`src/rtl/flag_bank.sv`:
```
`default_nettype none
// ============================================================================
// flag_bank : NUM_FLAGS pulse/sticky status flags, saturating per-channel event
//             counters and a request/acknowledge bulk-clear handshake.
//             Optional first-event capture enabled by macro FLAG_FIRST_EN.
// Revision  : 1.0  initial release
// ============================================================================
module flag_bank #(
  parameter int NUM_FLAGS = 4,
  parameter int CNT_W     = 8
) (
  input  logic                       CLK,
  input  logic                       init_n,
  input  logic [NUM_FLAGS-1:0]       flag_write,
  input  logic [NUM_FLAGS-1:0]       flag_in,
  input  logic [NUM_FLAGS-1:0]       sticky,
  input  logic                       clr_req,
  input  logic [NUM_FLAGS-1:0]       clr_mask,
  output logic                       clr_ack,
  output logic [NUM_FLAGS-1:0]       flag_out,
  output logic                       any_flag,
  output logic [NUM_FLAGS*CNT_W-1:0] evt_cnt,
`ifdef FLAG_FIRST_EN
  output logic                       first_valid,
  output logic [((NUM_FLAGS > 1) ? $clog2(NUM_FLAGS) : 1)-1:0] first_id,
`endif
  output logic [NUM_FLAGS-1:0]       cnt_sat
);

  localparam logic [CNT_W-1:0] C_CNT_MAX = '1;

  typedef enum logic [1:0] {
    S_IDLE = 2'd0,
    S_ACK  = 2'd1,
    S_WAIT = 2'd2
  } state_t;

  state_t               r_state;
  state_t               w_state_next;
  logic                 w_accept;
  logic [NUM_FLAGS-1:0] w_ev;
  logic [NUM_FLAGS-1:0] w_clr_hit;

  assign w_ev      = flag_write & flag_in;
  assign w_accept  = (r_state == S_IDLE) && clr_req;
  assign w_clr_hit = {NUM_FLAGS{w_accept}} & clr_mask;
  assign clr_ack   = (r_state == S_ACK);
  assign any_flag  = |flag_out;

  always_ff @(posedge CLK or negedge init_n) begin
    if (!init_n) r_state <= S_IDLE;
    else         r_state <= w_state_next;
  end

  // A held request is honoured once; WAIT absorbs it until clr_req drops.
  always_comb begin
    w_state_next = r_state;
    case (r_state)
      S_IDLE:  if (clr_req) w_state_next = S_ACK;
      S_ACK:   w_state_next = clr_req ? S_WAIT : S_IDLE;
      S_WAIT:  if (!clr_req) w_state_next = S_IDLE;
      default: w_state_next = S_IDLE;
    endcase
  end

  for (genvar gi = 0; gi < NUM_FLAGS; gi++) begin : g_chan
    logic             r_flag;
    logic             w_flag_next;
    logic [CNT_W-1:0] r_cnt;
    logic [CNT_W-1:0] w_cnt_next;
    logic             r_sat;

    always_comb begin
      w_cnt_next = r_cnt;
      if (w_ev[gi] && w_clr_hit[gi])   w_cnt_next = CNT_W'(1);
      else if (w_clr_hit[gi])          w_cnt_next = '0;
      else if (w_ev[gi] && (r_cnt != C_CNT_MAX)) w_cnt_next = r_cnt + CNT_W'(1);

      if (sticky[gi]) w_flag_next = w_ev[gi] | (r_flag & ~w_clr_hit[gi]);
      else            w_flag_next = flag_write[gi] & flag_in[gi];
    end

    always_ff @(posedge CLK or negedge init_n) begin
      if (!init_n) begin
        r_flag <= 1'b0;
        r_cnt  <= '0;
        r_sat  <= 1'b0;
      end else begin
        r_flag <= w_flag_next;
        r_cnt  <= w_cnt_next;
        r_sat  <= (w_cnt_next == C_CNT_MAX);
      end
    end

    assign flag_out[gi]                 = r_flag;
    assign evt_cnt[gi*CNT_W +: CNT_W]   = r_cnt;
    assign cnt_sat[gi]                  = r_sat;
  end

`ifdef FLAG_FIRST_EN
  localparam int FID_W = (NUM_FLAGS > 1) ? $clog2(NUM_FLAGS) : 1;

  logic             r_first_valid;
  logic [FID_W-1:0] r_first_id;
  logic [FID_W-1:0] w_first_enc;

  // Descending scan leaves the lowest set index in the encoder.
  always_comb begin
    w_first_enc = '0;
    for (int i = NUM_FLAGS - 1; i >= 0; i--) begin
      if (w_ev[i]) w_first_enc = FID_W'(i);
    end
  end

  always_ff @(posedge CLK or negedge init_n) begin
    if (!init_n) begin
      r_first_valid <= 1'b0;
      r_first_id    <= '0;
    end else if (w_accept) begin
      r_first_valid <= |w_ev;
      r_first_id    <= (|w_ev) ? w_first_enc : '0;
    end else if (!r_first_valid && (|w_ev)) begin
      r_first_valid <= 1'b1;
      r_first_id    <= w_first_enc;
    end
  end

  assign first_valid = r_first_valid;
  assign first_id    = r_first_id;
`endif

endmodule
`default_nettype wire

```
`config.mk`:
```
export PLATFORM = sky130hd
export DESIGN_NAME = flag_bank
export DESIGN_NICKNAME = d
export VERILOG_FILES = /design/src/rtl/flag_bank.sv
export SDC_FILE = /design/constraint.sdc
export NUM_CORES = 1
export LEC_CHECK = 0
export BUFFER_PORTS_ARGS = -buffer_cell sky130_fd_sc_hd__buf_4
export CORE_MARGIN = 5
export CORE_UTILIZATION = 50
export CTS_CLUSTER_DIAMETER = 200
export DETAILED_ROUTE_END_ITERATION = 7
export PLACE_DENSITY = 0.77
export REMOVE_ABC_BUFFERS = 1
export SYNTH_ARGS = -nofsm -noshare
export SYNTH_HDL_FRONTEND = slang
export SYNTH_SLANG_ARGS = --single-unit
export TNS_END_PERCENT = 30
```
`constraint.sdc`:
```
create_clock -name CLK -period 2.3 [get_ports CLK]
set_input_delay 0.23 -clock CLK [delete_from_list [all_inputs] [get_ports CLK]]
set_output_delay 0.23 -clock CLK [all_outputs]
set_load 0.02 [all_outputs]
```
==> results of run 1 <==
area by class of cell:
type | count | area share
clock buffers | 7 | 0.0257
inverters | 3 | 0.00379
flip-flops and latches | 42 | 0.354
clock inverters | 1 | 0.0101
multi-input cells | 200 | 0.424
well taps | 67 | 0.0282
repair buffers | 61 | 0.155
logic make-up (layout without fill, tap and decap cells):
logic type	count (synthesis)	after routing	share of synthesized area
adders and majority gates	4	4	0.0206
buffers and inverters	21	72	0.0480
xor gates and xnor gates	10	10	0.0361
and+or+nand+nor	130	130	0.289
DFF	42	42	0.433
AOI/OAI and AO/OA	49	49	0.143
muxes	7	7	0.0299
layer usage:
layer / global-route usage / up-vias
met1: 0.254 / 1054
met5: 0 / -
li1: - / 1052
met4: 0.0790 / 0
met2: 0.306 / 81
met3: 0.0418 / 6
Yosys cell counts, types with 2 or more instances:
library cell and number:
and4_1 7, xor2_1 6, nor2b_1 5, and2_1 6
mux2i_1 5, nor3b_1 3, nand4b_1 2, nand3b_1 2
nand4_1 7, o31ai_1 2, nand2_1 28, a41oi_1 2
nand2b_1 6, o311ai_1 3, nor2_1 26, o21ai_1 2
a21oi_1 11, xnor2_1 4, buf_2 6, mux2_1 2
buf_4 8, nand3_1 16, o21a_1 2, a211oi_1 4
clkbuf_1 4, nor3_1 7, ha_1 4, a31oi_1 5
o21ai_0 5, nor4_1 2, and3_1 6, inv_1 3
dfrtp_1 42
registers in the layout, indices dropped and copies added, names as in the netlist:
| signal | count |
|---|---|
| g_chan.r_cnt | 32 |
| g_chan.r_flag | 4 |
| g_chan.r_sat | 4 |
| r_state | 2 |
cell usage in the layout (no fill, tap or decap), types with 4 or more instances in the layout:
cell      synthesis  final
buf_4             8     60
nor2b_1           5      5
dfrtp_1          42     42
o21ai_0           5      5
a21oi_1          11     11
mux2i_1           5      5
nand3_1          16     16
xor2_1            6      6
clkbuf_8          0      5
nor3_1            7      7
nand2_1          28     28
nand2b_1          6      6
ha_1              4      4
xnor2_1           4      4
nor2_1           26     26
and3_1            6      6
and4_1            7      7
a31oi_1           5      5
and2_1            6      6
a211oi_1          4      4
nand4_1           7      7
repair_timing:
item	4_1_cts	5_1_grt
gates resized for setup	0	0
endpoints found under the hold margin	42	0
hold buffers	1	0
path summary, 6_finish.rpt:
kind | cells past startpoint | end | from | slack (ps)
max | 5 | g_chan[1].r_sat$_DFF_PN0_ | g_chan[1].r_cnt[3]$_DFF_PN0_ | 330
min | 2 | r_state[1]$_DFFE_PN0P_ | clr_req | 160
max reg2reg | 5 | g_chan[1].r_sat$_DFF_PN0_ | g_chan[1].r_cnt[3]$_DFF_PN0_ | 330
min reg2reg | 1 | r_state[0]$_DFFE_PN0P_ | r_state[0]$_DFFE_PN0P_ | 500
max in group asynchronous | 2 | g_chan[3].r_cnt[5]$_DFF_PN0_ | init_n | 1470
min in group asynchronous | 2 | g_chan[1].r_cnt[6]$_DFF_PN0_ | init_n | 470
power by group:
part	total [mW]	leakage (nW)	switching [mW]	internal [mW]
Combinational	0.594	0.716	0.332	0.262
Clock	0.573	0.0524	0.248	0.325
Sequential	0.960	0.565	0.136	0.824
==> metrics.txt, run 1 <==
CP Capture Type=register; Slew headroom=0.645; proportion of layout cells with a drive suffix above 1=0.232; Post-synth EDFFs=0; combined area of the multi-input logic cells=0.00126 sq mm; Avg WL per Cell=15.3 um; syn_area_per_cell=9.22 sq um; Max Used Layer=met4; startpoint types=register; sequence of cells on the critical path=and4_1, nand2_1, o21ai_1, mux2_1, a211oi_1; CTS tree=done; sequential share of the synthesized area=0.433; worst skew pair latency=290 ps; Final nets=336; DRT iter0 DRCs=140; first drt pass iteration count=4; Crit Path Max Fanout=9; fill count=414; Area Growth Syn to Fin=22.5%; dominant synthesized flop cell=dfrtp_1; final-report setup violation count=0; hold_ws=158 ps; Layout Skew=4.96 ps; Required @ worst endpoint=2500 ps; Synth area leader=dfrtp_1; final max-slew violation count=0; H-tree levels=2; Die Wd=79.7 um; worst slew pin tran=532 ps; CTS sink cnt=42; synthesized instance count=263; num rows=25; period utilisation layout=0.858; leakage=1.33 nW; Metal-1 WL=2.53 mm; placed cell area=0.00286 sq mm; asr flop ratio synth=1.00; first-pass GRT wire length=9.72 mm; # DRC=0; gpl congestion=0.900; outcome=complete, no violations; CP bufs+invs=0; Final TNS setup=0 ps; leading post-synthesis cells by cell area=dfrtp_1 43%, nand2_1 4.3%, nor2_1 4.0%; Yosys top cell area share=0.433; DP Worst Slack=347 ps; CP peak stage delay=500 ps; max cap viols=0; Peak supply drop=0.474 mV; root buf cell=clkbuf_8; Die Height=79.7 um; Clock transition at path regs=80 ps; vias=2193; CP max-delay cell=dfrtp_1; Hold Vio Cnt, Final=0; Detail Route met2 WL=2.86 mm; Crit path max-delay family=compound AO/OA/AOI/OAI gates; Max Buffers Root-to-Sink=2; largest net degree at the start of global routing=43; port buffer count=60; critical path class=register to register; RSZ-0062 raised after global routing=no; via density per instance=5.76; Cell variety after synth=53; DP HPWL=4.35 mm; # IOs=61; Design Area, Final=0.00297 sq mm; Post-CTS Repair Setup Buffers=0; worst hold path class=input port to register; CORE AREA=0.00472 sq mm; initial antenna violation count=0; synth warn=0; vias in the first global route=2068; Register Area=0.00105 sq mm; Starting Density=0.514; DP Cell Count=372; die area=0.00634 sq mm; total gr overflow=0; diode count=0; fmax=0.507 GHz; met3 WL post-DR=376 um; Yosys reg bits=42; Tot Pwr=2.13 mW; all-layer global routing usage=0.193; Final min period=1970 ps; Setup WS post-layout=327 ps; post-route ant nets=0; Netlist Area Pre-Place=0.00243 sq mm; Total Wirelength=5.85 mm; Finished Layout Cells=381; TritonCTS buffer count=5; Layout Utilization=0.629; Pwr Density=716 mW/mm^2; Worst Path Arrival=2170 ps
(Power assumes the default switching activity.)
==> run 2: changes to the inputs <==
--- a/config.mk
+++ b/config.mk
@@ -5,7 +5,7 @@
 export SDC_FILE = /design/constraint.sdc
 export NUM_CORES = 1
 export LEC_CHECK = 0
-export BUFFER_PORTS_ARGS = -buffer_cell sky130_fd_sc_hd__buf_4
+export BUFFER_PORTS_ARGS = -buffer_cell sky130_fd_sc_hd__buf_2
 export CORE_MARGIN = 5
 export CORE_UTILIZATION = 50
 export CTS_CLUSTER_DIAMETER = 200
==> run 2 against run 1 <==
Count of clock-buffer cells in the layout unchanged. Register-to-register slack better by 80 ps. Wire length down 4.2%.
==> metrics.txt, run 2 (same netlist as run 1, synthesis figures left out) <==
outcome=complete, no violations; total gr overflow=0; RSZ-0062 raised after global routing=no; DRT iter0 DRCs=99; Starting Density=0.514; all-layer global routing usage=0.190; Design Area, Final=0.00284 sq mm; proportion of layout cells with a drive suffix above 1=0.240; Clock transition at path regs=80 ps; Layout Skew=13.2 ps; Total Wirelength=5.60 mm; commonest non-fill, non-tap cell in the layout=buf_2; Slew headroom=0.740; # DRC=0; path depth of the worst reg2reg path=5; Hold Crit Start=clr_req; Peak supply drop=0.471 mV; via density per instance=5.63; first drt pass iteration count=4; worst hold path class=input port to register; final-report setup violation count=0; startpoint types=register; post-route ant nets=0; # IOs=61; Hold Vio Cnt, Final=0; num rows=25; max reg flops=32; Tot Pwr=2.06 mW; placed cell area=0.00273 sq mm; H-tree levels=2; Reg-to-Reg End=g_chan[1].r_sat$_DFF_PN0_; Required @ worst endpoint=2510 ps; fmax=0.528 GHz; leakage=1.33 nW; Post-CTS Repair Setup Buffers=0; Most flops, register=g_chan.r_cnt; CTS sink cnt=42; diode count=0; fill count=430; final max-slew violation count=0; initial antenna violation count=0; Die Wd=79.7 um; commonest non-fill, non-tap cells in the layout=60 x buf_2, 42 x dfrtp_1, 28 x nand2_1; Crit Path Max Fanout=9; worst skew pair latency=300 ps; Critical Path Source=g_chan[1].r_cnt[3]$_DFF_PN0_; Max Buffers Root-to-Sink=2; worst slew pin tran=390 ps; max cap viols=0; port buffer count=60; TritonCTS buffer count=5; Avg WL per Cell=14.6 um; worst hold stages=2; r2r startpoint=g_chan[1].r_cnt[3]$_DFF_PN0_; Final min period=1890 ps; DP HPWL=4.22 mm; CORE AREA=0.00472 sq mm; root buf cell=clkbuf_8; period utilisation layout=0.824; die area=0.00634 sq mm; Top Registers=g_chan.r_cnt x32, g_chan.r_flag x4, g_chan.r_sat x4; vias in the first global route=1987; Die Height=79.7 um; Worst Hold Endpoint=r_state[1]$_DFFE_PN0P_; Final TNS setup=0 ps; gpl congestion=0.894; vias=2160; Pwr Density=725 mW/mm^2; Final nets=339; Worst Path Arrival=2100 ps; post-cts resize count=0; CP Capture Type=register; CTS tree=done; critical path class=register to register; first-pass GRT wire length=9.45 mm; largest net degree at the start of global routing=23; Area Growth Syn to Fin=17.2%; reg2reg setup slack=410 ps
run 2: cell count changes in the layout (fill, tap and decap cells not counted):
cell | before | now
buf_4 | 60 | 3
buf_2 | 0 | 60
run 2: how the worst max path moves through the flow:
stage,endpoint,slack (ps),cells past startpoint
5_1_grt,g_chan[1].r_sat$_DFF_PN0_,260,5
3_5_place_dp,g_chan[1].r_sat$_DFF_PN0_,440,5
3_3_place_gp,g_chan[1].r_sat$_DFF_PN0_,480,5
4_1_cts,g_chan[1].r_sat$_DFF_PN0_,410,5
2_1_floorplan,g_chan[1].r_sat$_DFF_PN0_,460,5
6_report,g_chan[1].r_sat$_DFF_PN0_,410,5
run 2: layout make-up:
cell class                      instances  area, sq um  area share
Multi-Input combinational cell        200         1260       0.443
Sequential cell                        42         1050       0.370
Timing Repair Buffer                   64          333       0.117
Tap cell                               67         83.8      0.0295
Clock buffer                            7         76.3      0.0268
Clock inverter                          1         30.0      0.0106
Inverter                                3         11.3     0.00396
run 2: power breakdown:
group	internal, mW	switching (mW)
sequential	0.825	0.127
clock	0.325	0.248
combinational	0.209	0.329
run 2: per-stage QoR:
step	hold WS (ps)	setup WS (ps)	util	instances
2_1_floorplan	-65.6	458	-	245
3_3_place_gp	62.8	485	0.577	375
3_5_place_dp	69.2	438	0.577	375
4_1_cts	166	409	0.602	384
5_1_grt	149	264	0.602	384
6_report	167	405	0.602	384
run 2: worst max-delay path, cell delays in order, from the launching register on:
cell and delay, ps:
dfrtp_1 480, and4_1 320, nand2_1 160, o21ai_1 280
mux2_1 360, a211oi_1 210
run 2: repair_timing:
action	in CTS	in global routing
hold buffers	1	0
endpoints found under the hold margin	5	0
endpoints found under the setup margin	0	0
run 2: routing by layer:
metal / GRT usage / part of all wire / wire length (um) / vias to the layer above
li1: - / - / - / 1071
met1: 0.261 / 0.47 / 2610 / 1019
met2: 0.291 / 0.46 / 2600 / 64
met3: 0.0530 / 0.058 / 323 / 6
met4: 0.0567 / 0.012 / 68 / 0
met5: 0 / 0 / 0 / -
==> run 3: changes to the inputs <==
==> constraint.sdc (replaced) <==
create_clock -name CLK -period 1.75 [get_ports CLK]
set_input_delay 0.175 -clock CLK [delete_from_list [all_inputs] [get_ports CLK]]
set_output_delay 0.175 -clock CLK [all_outputs]
set_load 0.02 [all_outputs]
==> run 3 against run 2 <==
Combinational power rose by 51%. Critical path depth grew 1. Total power is 30% higher. Clock power is 10% higher. First-iteration DRC count shrank 26%. Non-clock buffer count up 16. Count of clock-buffer cells in the layout is 1 lower. Die area unchanged. Critical path type unchanged. Critical endpoint is now g_chan[2].r_sat$_DFF_PN0_. Largest power group unchanged.
==> metrics.txt, run 3 (same netlist as run 1, synthesis figures left out) <==
Total Wirelength=5.69 mm; commonest non-fill, non-tap cell in the layout=buf_2; Register Area=0.00106 sq mm; CORE AREA=0.00472 sq mm; Clock transition at path regs=80 ps; Slew headroom=0.703; first-pass GRT wire length=9.72 mm; gpl congestion=0.982; Starting Density=0.514; diode count=0; combined area of the multi-input logic cells=0.00130 sq mm; CTS tree=done; Hold Vio Cnt, Final=0; Peak supply drop=0.669 mV; Layout Skew=6.52 ps; DRT iter0 DRCs=73; DP HPWL=4.38 mm; Pwr Density=892 mW/mm^2; Sequential Power Share=0.462; Internal=1.74 mW; Area Growth Syn to Fin=24.1%; fill count=395; Required @ worst endpoint=1920 ps; proportion of layout cells with a drive suffix above 1=0.321; Worst Path Arrival=1850 ps; initial antenna violation count=0; H-tree levels=2; CTS sink cnt=42; fmax=0.595 GHz; TritonCTS buffer count=5; startpoint types=register; die area=0.00634 sq mm; reg2reg setup slack=70 ps; post-route ant nets=0; max cap viols=0; commonest non-fill, non-tap cells in the layout=60 x buf_2, 38 x dfrtp_1, 28 x nand2_1; period utilisation layout=0.960; final-report setup violation count=0; vias in the first global route=2070; Crit Path Max Fanout=8; Max Buffers Root-to-Sink=2; DP Cell Count=391; outcome=complete, no violations; num rows=25; leakage=1.41 nW; root buf cell=clkbuf_8; CP Capture Type=register; via density per instance=5.58; placed cell area=0.00286 sq mm; Avg WL per Cell=14.2 um; worst skew pair latency=280 ps; all-layer global routing usage=0.190; switching share of power=0.351; Top Registers=g_chan.r_cnt x32, g_chan.r_flag x4, g_chan.r_sat x4; Final nets=355; Die Height=79.7 um; Comb power frac=0.303; final max-slew violation count=0; worst hold path class=input port to register; first drt pass iteration count=5; total gr overflow=0; port buffer count=60; RSZ-0062 raised after global routing=yes; Most flops, register=g_chan.r_cnt; # IOs=61; Design Area, Final=0.00301 sq mm; largest net degree at the start of global routing=25; Die Wd=79.7 um; Psw=0.942 mW; clock power share=0.235; Final min period=1680 ps; vias=2231; # DRC=0; critical path class=register to register; worst slew pin tran=446 ps; Finished Layout Cells=400; max reg flops=32
run 3: changes by cell type in the layout (fill, tap and decap cells not counted), moves of 2 or more:
cell	previous run	this run
ha_2	0	2
dfrtp_2	0	4
and4_4	1	3
clkbuf_1	2	0
buf_4	3	18
ha_1	4	1
dfrtp_1	42	38
and4_1	7	5
run 3: timing repair:
item	4_1_cts	5_1_grt
hold buffers	1	0
pin swaps	0	1
setup buffers	0	0
endpoints found under the setup margin	2	4
gates resized for setup	2	14
hold endpoints to repair	18	0
run 3: path summary, 6_finish.rpt:
kind | start | end | cells after the start
setup / recovery | g_chan[2].r_cnt[0]$_DFF_PN0_ | g_chan[2].r_sat$_DFF_PN0_ | 6
hold / removal | clr_req | r_state[1]$_DFFE_PN0P_ | 2
setup reg to reg | g_chan[2].r_cnt[0]$_DFF_PN0_ | g_chan[2].r_sat$_DFF_PN0_ | 6
hold reg to reg | g_chan[0].r_cnt[0]$_DFF_PN0_ | g_chan[0].r_cnt[0]$_DFF_PN0_ | 1
max in group asynchronous | init_n | g_chan[0].r_cnt[6]$_DFF_PN0_ | 3
min in group asynchronous | init_n | g_chan[1].r_cnt[6]$_DFF_PN0_ | 2
run 3: area by class of cell:
type | instances | area share
clock buffer | 6 | 0.0274
clock inverter | 2 | 0.00416
inverter | 3 | 0.00374
multi-input combinational | 200 | 0.431
sequential | 42 | 0.351
tap | 67 | 0.0278
timing repair buffer | 80 | 0.155
run 3: routing by layer:
layer | wire length, um | up-vias | track usage
met5 | 0 | - | 0
met4 | 28 | 0 | 0.0447
met3 | 334 | 2 | 0.0316
met2 | 2740 | 74 | 0.310
met1 | 2590 | 1057 | 0.263
li1 | - | 1098 | -
run 3: through the flow:
stage,hold WS (ps),power [mW],setup WS (ps),TNS (ps),utilization
2_1_floorplan,-121,1.69,-92.4,-174,-
3_3_place_gp,150,2.01,28.8,0,0.606
3_5_place_dp,150,2.03,-22.4,-44.5,0.606
4_1_cts,102,2.67,6.04,0,0.629
5_1_grt,96.5,2.88,-50.6,-79.2,0.637
6_report,109,2.69,70.2,0,0.637
run 3: critical path: stages, from the launching register on:
cell	delay [ps]
dfrtp_2	450
ha_1	270
nand3_1	140
nor2_1	90
nor3b_1	240
xnor2_1	120
nor4_1	280
run 3: power groups by stage:
| stage | registers, mW | logic, mW | clock network, mW |
|---|---|---|---|
| 6_report | 1.24 | 0.814 | 0.632 |
| 5_1_grt | 1.27 | 0.905 | 0.704 |
| 4_1_cts | 1.22 | 0.789 | 0.662 |
| 3_5_place_dp | 1.24 | 0.783 | 0 |
| 3_3_place_gp | 1.24 | 0.770 | 0 |
| 2_1_floorplan | 1.37 | 0.320 | 0 |
